**src/rtl/bcd_pkg.sv**
```systemverilog
// Shared types and constants for the digit-serial BCD adder.
package bcd_pkg;

  localparam int DIGIT_W = 4;
  localparam logic [DIGIT_W-1:0] BCD_MAX = 4'd9;
  localparam logic [DIGIT_W-1:0] BCD_ADJ = 4'd6;

  typedef enum logic [1:0] {
    IDLE  = 2'd0,
    CHECK = 2'd1,
    ADD   = 2'd2,
    DONE  = 2'd3
  } state_e;

  function automatic logic digit_invalid(input logic [DIGIT_W-1:0] d);
    return d > BCD_MAX;
  endfunction

endpackage

```
**src/rtl/bcd_digit_adder.sv**
```systemverilog
// Combinational single-digit BCD adder: binary add, compare against 9, +6 correction.
module bcd_digit_adder
  import bcd_pkg::*;
(
  input  logic [3:0] a_i,
  input  logic [3:0] b_i,
  input  logic       ci_i,
  output logic [3:0] s_o,
  output logic       co_o
);

  // 9+9+1 = 19 is the largest possible value, so 5 bits never overflow.
  logic [4:0] s5;
  assign s5 = {1'b0, a_i} + {1'b0, b_i} + {4'b0000, ci_i};

  always_comb begin
    s_o  = s5[3:0];
    co_o = 1'b0;
    if (s5 > {1'b0, BCD_MAX}) begin
      s_o  = s5[3:0] + BCD_ADJ;
      co_o = 1'b1;
    end
  end

endmodule

```
**src/rtl/bcd_serial_adder_ctrl.sv**
```systemverilog
// Digit-serial NDIG-digit packed-BCD adder controller sharing one digit adder stage.
// Optional invalid-digit CHECK state enabled by defining BCD_ERR_CHECK_EN.
module bcd_serial_adder_ctrl
  import bcd_pkg::*;
#(
  parameter int NDIG = 4
) (
  input  logic                  clk_i,
  input  logic                  rst_i,
  input  logic                  start_i,
  input  logic [4*NDIG-1:0]     a_i,
  input  logic [4*NDIG-1:0]     b_i,
  input  logic                  cin_i,
  output logic                  busy_o,
  output logic                  done_o,
  output logic [4*NDIG-1:0]     sum_o,
  output logic                  cout_o,
  output logic                  err_o
);

  localparam int IDX_W = (NDIG > 1) ? $clog2(NDIG) : 1;
  localparam logic [IDX_W-1:0] IDX_LAST = IDX_W'(NDIG - 1);
  localparam int W = DIGIT_W * NDIG;

  state_e           state_q, state_d;
  logic [IDX_W-1:0] idx_q, idx_d;
  logic [W-1:0]     a_q, a_d;
  logic [W-1:0]     b_q, b_d;
  logic [W-1:0]     sum_q, sum_d;
  logic             carry_q, carry_d;
  logic             cout_q, cout_d;
  logic             busy_q, done_q;

  logic [DIGIT_W-1:0] dig_a, dig_b, dig_s;
  logic               dig_co;

  // Digit index times DIGIT_W (=4) is a two-bit shift.
  assign dig_a = a_q[{idx_q, 2'b00} +: DIGIT_W];
  assign dig_b = b_q[{idx_q, 2'b00} +: DIGIT_W];

  bcd_digit_adder u_digit (
    .a_i  (dig_a),
    .b_i  (dig_b),
    .ci_i (carry_q),
    .s_o  (dig_s),
    .co_o (dig_co)
  );

`ifdef BCD_ERR_CHECK_EN
  logic [NDIG-1:0] bad_vec;
  logic            err_q, err_d;

  for (genvar gi = 0; gi < NDIG; gi++) begin : g_chk
    assign bad_vec[gi] = digit_invalid(a_q[gi*DIGIT_W +: DIGIT_W]) |
                         digit_invalid(b_q[gi*DIGIT_W +: DIGIT_W]);
  end
`endif

  always_comb begin
    state_d = state_q;
    idx_d   = idx_q;
    a_d     = a_q;
    b_d     = b_q;
    sum_d   = sum_q;
    carry_d = carry_q;
    cout_d  = cout_q;
`ifdef BCD_ERR_CHECK_EN
    err_d   = err_q;
`endif
    unique case (state_q)
      IDLE: begin
        if (start_i) begin
          a_d     = a_i;
          b_d     = b_i;
          carry_d = cin_i;
          sum_d   = '0;
          cout_d  = 1'b0;
          idx_d   = '0;
`ifdef BCD_ERR_CHECK_EN
          err_d   = 1'b0;
          state_d = CHECK;
`else
          state_d = ADD;
`endif
        end
      end
      CHECK: begin
`ifdef BCD_ERR_CHECK_EN
        if (|bad_vec) begin
          err_d   = 1'b1;
          state_d = DONE;
        end else begin
          state_d = ADD;
        end
`else
        state_d = IDLE;
`endif
      end
      ADD: begin
        sum_d[{idx_q, 2'b00} +: DIGIT_W] = dig_s;
        carry_d = dig_co;
        if (idx_q == IDX_LAST) begin
          cout_d  = dig_co;
          state_d = DONE;
        end else begin
          idx_d = idx_q + IDX_W'(1);
        end
      end
      DONE: begin
        state_d = IDLE;
      end
      default: state_d = IDLE;
    endcase
  end

  // busy/done are registered from the next state so they line up with state_q.
  always_ff @(posedge clk_i or posedge rst_i) begin
    if (rst_i) begin
      state_q <= IDLE;
      idx_q   <= '0;
      a_q     <= '0;
      b_q     <= '0;
      sum_q   <= '0;
      carry_q <= 1'b0;
      cout_q  <= 1'b0;
      busy_q  <= 1'b0;
      done_q  <= 1'b0;
    end else begin
      state_q <= state_d;
      idx_q   <= idx_d;
      a_q     <= a_d;
      b_q     <= b_d;
      sum_q   <= sum_d;
      carry_q <= carry_d;
      cout_q  <= cout_d;
      busy_q  <= (state_d == CHECK) || (state_d == ADD);
      done_q  <= (state_d == DONE);
    end
  end

`ifdef BCD_ERR_CHECK_EN
  always_ff @(posedge clk_i or posedge rst_i) begin
    if (rst_i) begin
      err_q <= 1'b0;
    end else begin
      err_q <= err_d;
    end
  end
  assign err_o = err_q;
`else
  assign err_o = 1'b0;
`endif

  assign busy_o = busy_q;
  assign done_o = done_q;
  assign sum_o  = sum_q;
  assign cout_o = cout_q;

endmodule

```
**config.mk**
```make
export PLATFORM = sky130hd
export DESIGN_NAME = bcd_serial_adder_ctrl
export DESIGN_NICKNAME = d
export VERILOG_FILES = /design/src/rtl/bcd_pkg.sv /design/src/rtl/bcd_digit_adder.sv /design/src/rtl/bcd_serial_adder_ctrl.sv
export SDC_FILE = /design/constraint.sdc
export NUM_CORES = 1
export LEC_CHECK = 0
export CORE_MARGIN = 5
export CORE_UTILIZATION = 46
export CTS_CLUSTER_SIZE = 8
export DETAILED_ROUTE_END_ITERATION = 10
export GPL_ROUTABILITY_DRIVEN = 0
export PLACE_DENSITY = 0.84
export SETUP_SLACK_MARGIN = 0.15
export SLEW_MARGIN = 15
export SYNTH_ARGS = -nofsm -noshare
export SYNTH_HDL_FRONTEND = slang
export SYNTH_SLANG_ARGS = --single-unit
```
**constraint.sdc**
```tcl
create_clock -name clk_i -period 3.6 [get_ports clk_i]
set_clock_uncertainty 0.2 [all_clocks]
set_input_delay 0.72 -clock clk_i [delete_from_list [all_inputs] [get_ports clk_i]]
set_output_delay 0.72 -clock clk_i [all_outputs]
set_load 0.01 [all_outputs]
```
==> results of run 1 <==
-- metal layers --
layer / vias up / routed length, um / part of all wire
li1: 889 / - / -
met1: 965 / 2420 / 0.43
met2: 47 / 2800 / 0.50
met3: 11 / 278 / 0.050
met4: 0 / 95 / 0.017
met5: - / 0 / 0
-- state kept, by name (all words and copies together), names as in the netlist --
name and count:
carry_q 1, cout_o 1, busy_o 1, done_o 1
sum_o 16, state_q 2, idx_q 2, a_q 16
b_q 16
-- worst register-to-register path: stages, from the launching register on --
cell	delay [ps]
sky130_fd_sc_hd__dfrtp_2	420
sky130_fd_sc_hd__mux4_2	530
sky130_fd_sc_hd__fa_2	390
sky130_fd_sc_hd__fa_2	400
sky130_fd_sc_hd__xor2_2	200
sky130_fd_sc_hd__inv_2	70
sky130_fd_sc_hd__ha_4	180
sky130_fd_sc_hd__and2b_1	180
sky130_fd_sc_hd__o311a_1	330
sky130_fd_sc_hd__a211oi_4	250
sky130_fd_sc_hd__o21ai_1	100
-- cells by family (layout without fill, tap and decap cells) --
kind of cell,count (synthesis),in the layout,synth area share
AOI/OAI and AO/OA,37,37,0.101
xor gates and xnor gates,1,1,0.00322
adders and majority gates,11,11,0.0561
buffers and inverters,18,77,0.0290
DFF,56,56,0.515
muxes,40,40,0.199
other,1,1,0.00138
and+or+nand+nor,51,51,0.0948
-- synthesized netlist by cell type, drive strengths merged, types with 2 or more instances --
cell / instances
dfrtp: 56
mux2: 32
nand2: 21
o21ai: 11
a22o: 10
ha: 9
inv: 9
mux4: 8
buf: 7
nor2: 7
nand3: 5
a21o: 4
nand2b: 3
nor3: 3
a21oi: 2
a31oi: 2
and3: 2
clkbuf: 2
fa: 2
or3: 2
-- how the worst max path moves through the flow --
stage	from	end	slack [ps]	depth (start not counted)
global route	idx_q[0]	sum_o[2]	130	10
detailed placement	idx_q[0]	sum_o[2]	170	9
global placement	idx_q[0]	sum_o[2]	230	10
finish	idx_q[0]	sum_o[2]	250	10
CTS	idx_q[0]	sum_o[2]	160	10
floorplan	idx_q[0]	sum_o[10]	150	10
-- final cells by class --
| cell class | count | area (sq um) | share of cell area |
|---|---|---|---|
| clock buffer | 6 | 72.6 | 0.0207 |
| clock inverter | 2 | 35.0 | 0.0100 |
| inverter | 9 | 33.8 | 0.00966 |
| multi-input combinational | 141 | 1270 | 0.364 |
| sequential | 56 | 1400 | 0.401 |
| tap | 75 | 93.8 | 0.0268 |
| timing repair buffer | 60 | 586 | 0.167 |
-- stage by stage --
step                      instance area [sq um]  std cells
final                                      3500        349
after global routing                       3500        349
after CTS                                  3490        349
after detailed placement                   3380        341
after global placement                     3380        341
after floorplan                            2750        215
==> metrics.txt, run 1 <==
# TYPE chip_impl_metric gauge
chip_impl_metric{name="dr.pass1.iters",unit=""} 4
chip_impl_metric{name="timing.reg2reg.worst_path_depth",unit=""} 10
chip_impl_info{name="hold_path_end",value="cout_o"} 1
chip_impl_info{name="critPathLaunchType",value="flip-flop"} 1
chip_impl_info{name="cp_slowest_cell",value="sky130_fd_sc_hd__mux4_2"} 1
chip_impl_metric{name="ys_async_sr_fraction",unit=""} 1.00
chip_impl_metric{name="critical_path.n_buffers_inverters",unit=""} 1
chip_impl_metric{name="clockBufferDepth",unit=""} 2
chip_impl_metric{name="grt_use_met3",unit=""} 0.0284
chip_impl_info{name="cpLargestDelayFamily",value="adder cells"} 1
chip_impl_metric{name="grt_pass1_vias",unit=""} 1977
chip_impl_metric{name="timing.final.max_slew_violations",unit=""} 0
chip_impl_metric{name="post_cts.repair.setup_buffers",unit=""} 0
chip_impl_metric{name="worstSkewPairLatency",unit="ps"} 310
chip_impl_info{name="synth.top_cells.by_area",value="sky130_fd_sc_hd__dfrtp_1, sky130_fd_sc_hd__mux2_2, sky130_fd_sc_hd__mux4_2"} 1
chip_impl_metric{name="ctsResizeCount",unit=""} 0
chip_impl_info{name="dominantRegCellSynth",value="sky130_fd_sc_hd__dfrtp_1"} 1
chip_impl_metric{name="met2_usage",unit=""} 0.266
chip_impl_metric{name="post_synth.cell_area_avg",unit="sq um"} 12.6
chip_impl_metric{name="initial_utilization",unit=""} 0.465
chip_impl_info{name="status",value="completed"} 1
chip_impl_metric{name="ys.warnings.count",unit=""} 0
chip_impl_metric{name="syn-num-nets",unit=""} 262
chip_impl_metric{name="report.final.hold_viol_count",unit=""} 0
chip_impl_metric{name="netlist.area_leader.share",unit=""} 0.515
chip_impl_metric{name="share_of_cells_above_drive_strength_1",unit=""} 0.230
chip_impl_metric{name="ys_seq_elements",unit=""} 56
chip_impl_metric{name="fp.dieW",unit="um"} 86.9
chip_impl_metric{name="drv.max_cap_violation_count",unit=""} 0
chip_impl_metric{name="fillCellCount",unit=""} 471
chip_impl_metric{name="drt_iter0_markers",unit=""} 98
chip_impl_metric{name="final_routed_drc_violation_total",unit=""} 0
chip_impl_info{name="rr_endpoint",value="sum_o[2]"} 1
chip_impl_metric{name="max_freq",unit="MHz"} 299
chip_impl_metric{name="htree_levels",unit=""} 2
chip_impl_info{name="grt_setup_unrepaired",value="true"} 1
chip_impl_metric{name="cp_slowest_stage_delay",unit="ps"} 530
chip_impl_metric{name="post_synth_num_cell_types",unit=""} 41
chip_impl_info{name="hold_path_startpoint",value="cout_o"} 1
chip_impl_metric{name="numCtsBuffers",unit=""} 5
chip_impl_metric{name="fin_ws",unit="ps"} 252
chip_impl_info{name="layout_commonest_cell",value="sky130_fd_sc_hd__dfrtp_1"} 1
chip_impl_metric{name="floorplan.die_area",unit="sq um"} 7550
chip_impl_info{name="critical_path.endpoint_type",value="flip-flop"} 1
chip_impl_metric{name="num-nets-final",unit=""} 320
chip_impl_metric{name="critical_path_arrival",unit="ps"} 3350
chip_impl_metric{name="grt_max_degree",unit=""} 33
chip_impl_metric{name="clk_pin_slew",unit="ps"} 100
chip_impl_metric{name="layout-area-overhead-vs-synth",unit="%"} 28.7
chip_impl_metric{name="numClockSinks",unit=""} 56
chip_impl_metric{name="fin_crit_sh",unit=""} 0.930
chip_impl_metric{name="timing.critical_path.required",unit="ps"} 3600
chip_impl_metric{name="final.setup.tns",unit="ps"} 0
chip_impl_metric{name="postLayoutCoreUtil",unit=""} 0.598
chip_impl_metric{name="standard_cell_row_count",unit=""} 28
chip_impl_metric{name="regToRegSetupSlack",unit="ps"} 250
chip_impl_info{name="path_cells",value="mux4_2, fa_2, fa_2, xor2_2, inv_2, ha_4, and2b_1, o311a_1, a211oi_4, o21ai_1"} 1
chip_impl_metric{name="synth_edf_count",unit=""} 0
chip_impl_metric{name="place_ws",unit="ps"} 174
chip_impl_info{name="timing.rr.start",value="idx_q[0]"} 1
chip_impl_metric{name="sequential_share_of_the_synthesized_area",unit=""} 0.515
chip_impl_info{name="worst_path_most_repeated_cell",value="sky130_fd_sc_hd__fa_2"} 1
chip_impl_metric{name="post_detail_place_hpwl",unit="um"} 4280
chip_impl_metric{name="antenna_found_initial",unit=""} 0
chip_impl_metric{name="chipHeight",unit="um"} 86.9
chip_impl_metric{name="syn_inst",unit=""} 215
chip_impl_metric{name="place.port_buffers",unit=""} 54
chip_impl_metric{name="max_fanout_on_critical_path",unit=""} 5
chip_impl_metric{name="gr-total-overflow",unit=""} 0
chip_impl_info{name="critPathKind",value="flip-flop to flip-flop"} 1
chip_impl_metric{name="synth_area",unit="sq um"} 2720
chip_impl_metric{name="grt_pass1_wl",unit="um"} 9520
chip_impl_metric{name="antenna_cells_inserted",unit=""} 0
chip_impl_metric{name="via_density_per_instance",unit=""} 5.48
chip_impl_metric{name="detail_route.wirelength",unit="um"} 5600
chip_impl_metric{name="final_period_minus_worst_setup_slack",unit="ps"} 3350
chip_impl_info{name="synthDominantAreaCellType",value="sky130_fd_sc_hd__dfrtp_1"} 1
chip_impl_metric{name="top_level_ports",unit=""} 56
chip_impl_metric{name="number_of_vias_after_detailed_routing",unit=""} 1912
chip_impl_info{name="grt-busiest-layer",value="met2"} 1
chip_impl_metric{name="use_met1",unit=""} 0.209
chip_impl_info{name="hold_class",value="flip-flop to flip-flop"} 1
chip_impl_info{name="clk_root_buffer_cell",value="sky130_fd_sc_hd__clkbuf_8"} 1
chip_impl_info{name="layout_common_cells",value="sky130_fd_sc_hd__dfrtp_1, sky130_fd_sc_hd__clkdlybuf4s50_1, sky130_fd_sc_hd__mux2_2, sky130_fd_sc_hd__nand2_1, sky130_fd_sc_hd__a22o_1"} 1
chip_impl_metric{name="hold-worst-slack",unit="ps"} 284
chip_impl_metric{name="grtUsageTotal",unit=""} 0.161
chip_impl_metric{name="cts.hold.buffers_added",unit=""} 0
chip_impl_metric{name="timing.final.setup_violations",unit=""} 0
chip_impl_metric{name="wl_per_cell",unit="um"} 16.0
chip_impl_metric{name="fp.coreArea",unit="sq um"} 5850
chip_impl_metric{name="final_antenna_net_count",unit=""} 0
chip_impl_metric{name="worstHoldPathCells",unit=""} 2
chip_impl_info{name="clock_tree_from_tritoncts",value="done"} 1
Power of run 1 is left out: the tool's default activity adds up to more than one toggle a clock period on the data nets, which glitch-free logic cannot reach.
==> inputs of run 2 (changes only) <==
--- a/config.mk
+++ b/config.mk
@@ -7,6 +7,7 @@
 export LEC_CHECK = 0
 export CORE_MARGIN = 5
 export CORE_UTILIZATION = 46
+export CTS_CLUSTER_DIAMETER = 100
 export CTS_CLUSTER_SIZE = 8
 export DETAILED_ROUTE_END_ITERATION = 10
 export GPL_ROUTABILITY_DRIVEN = 0
==> results of run 2 <==
The final DEF is identical to that of run 1; final timing and power are the same.
Power of run 2 is left out for the same reason.
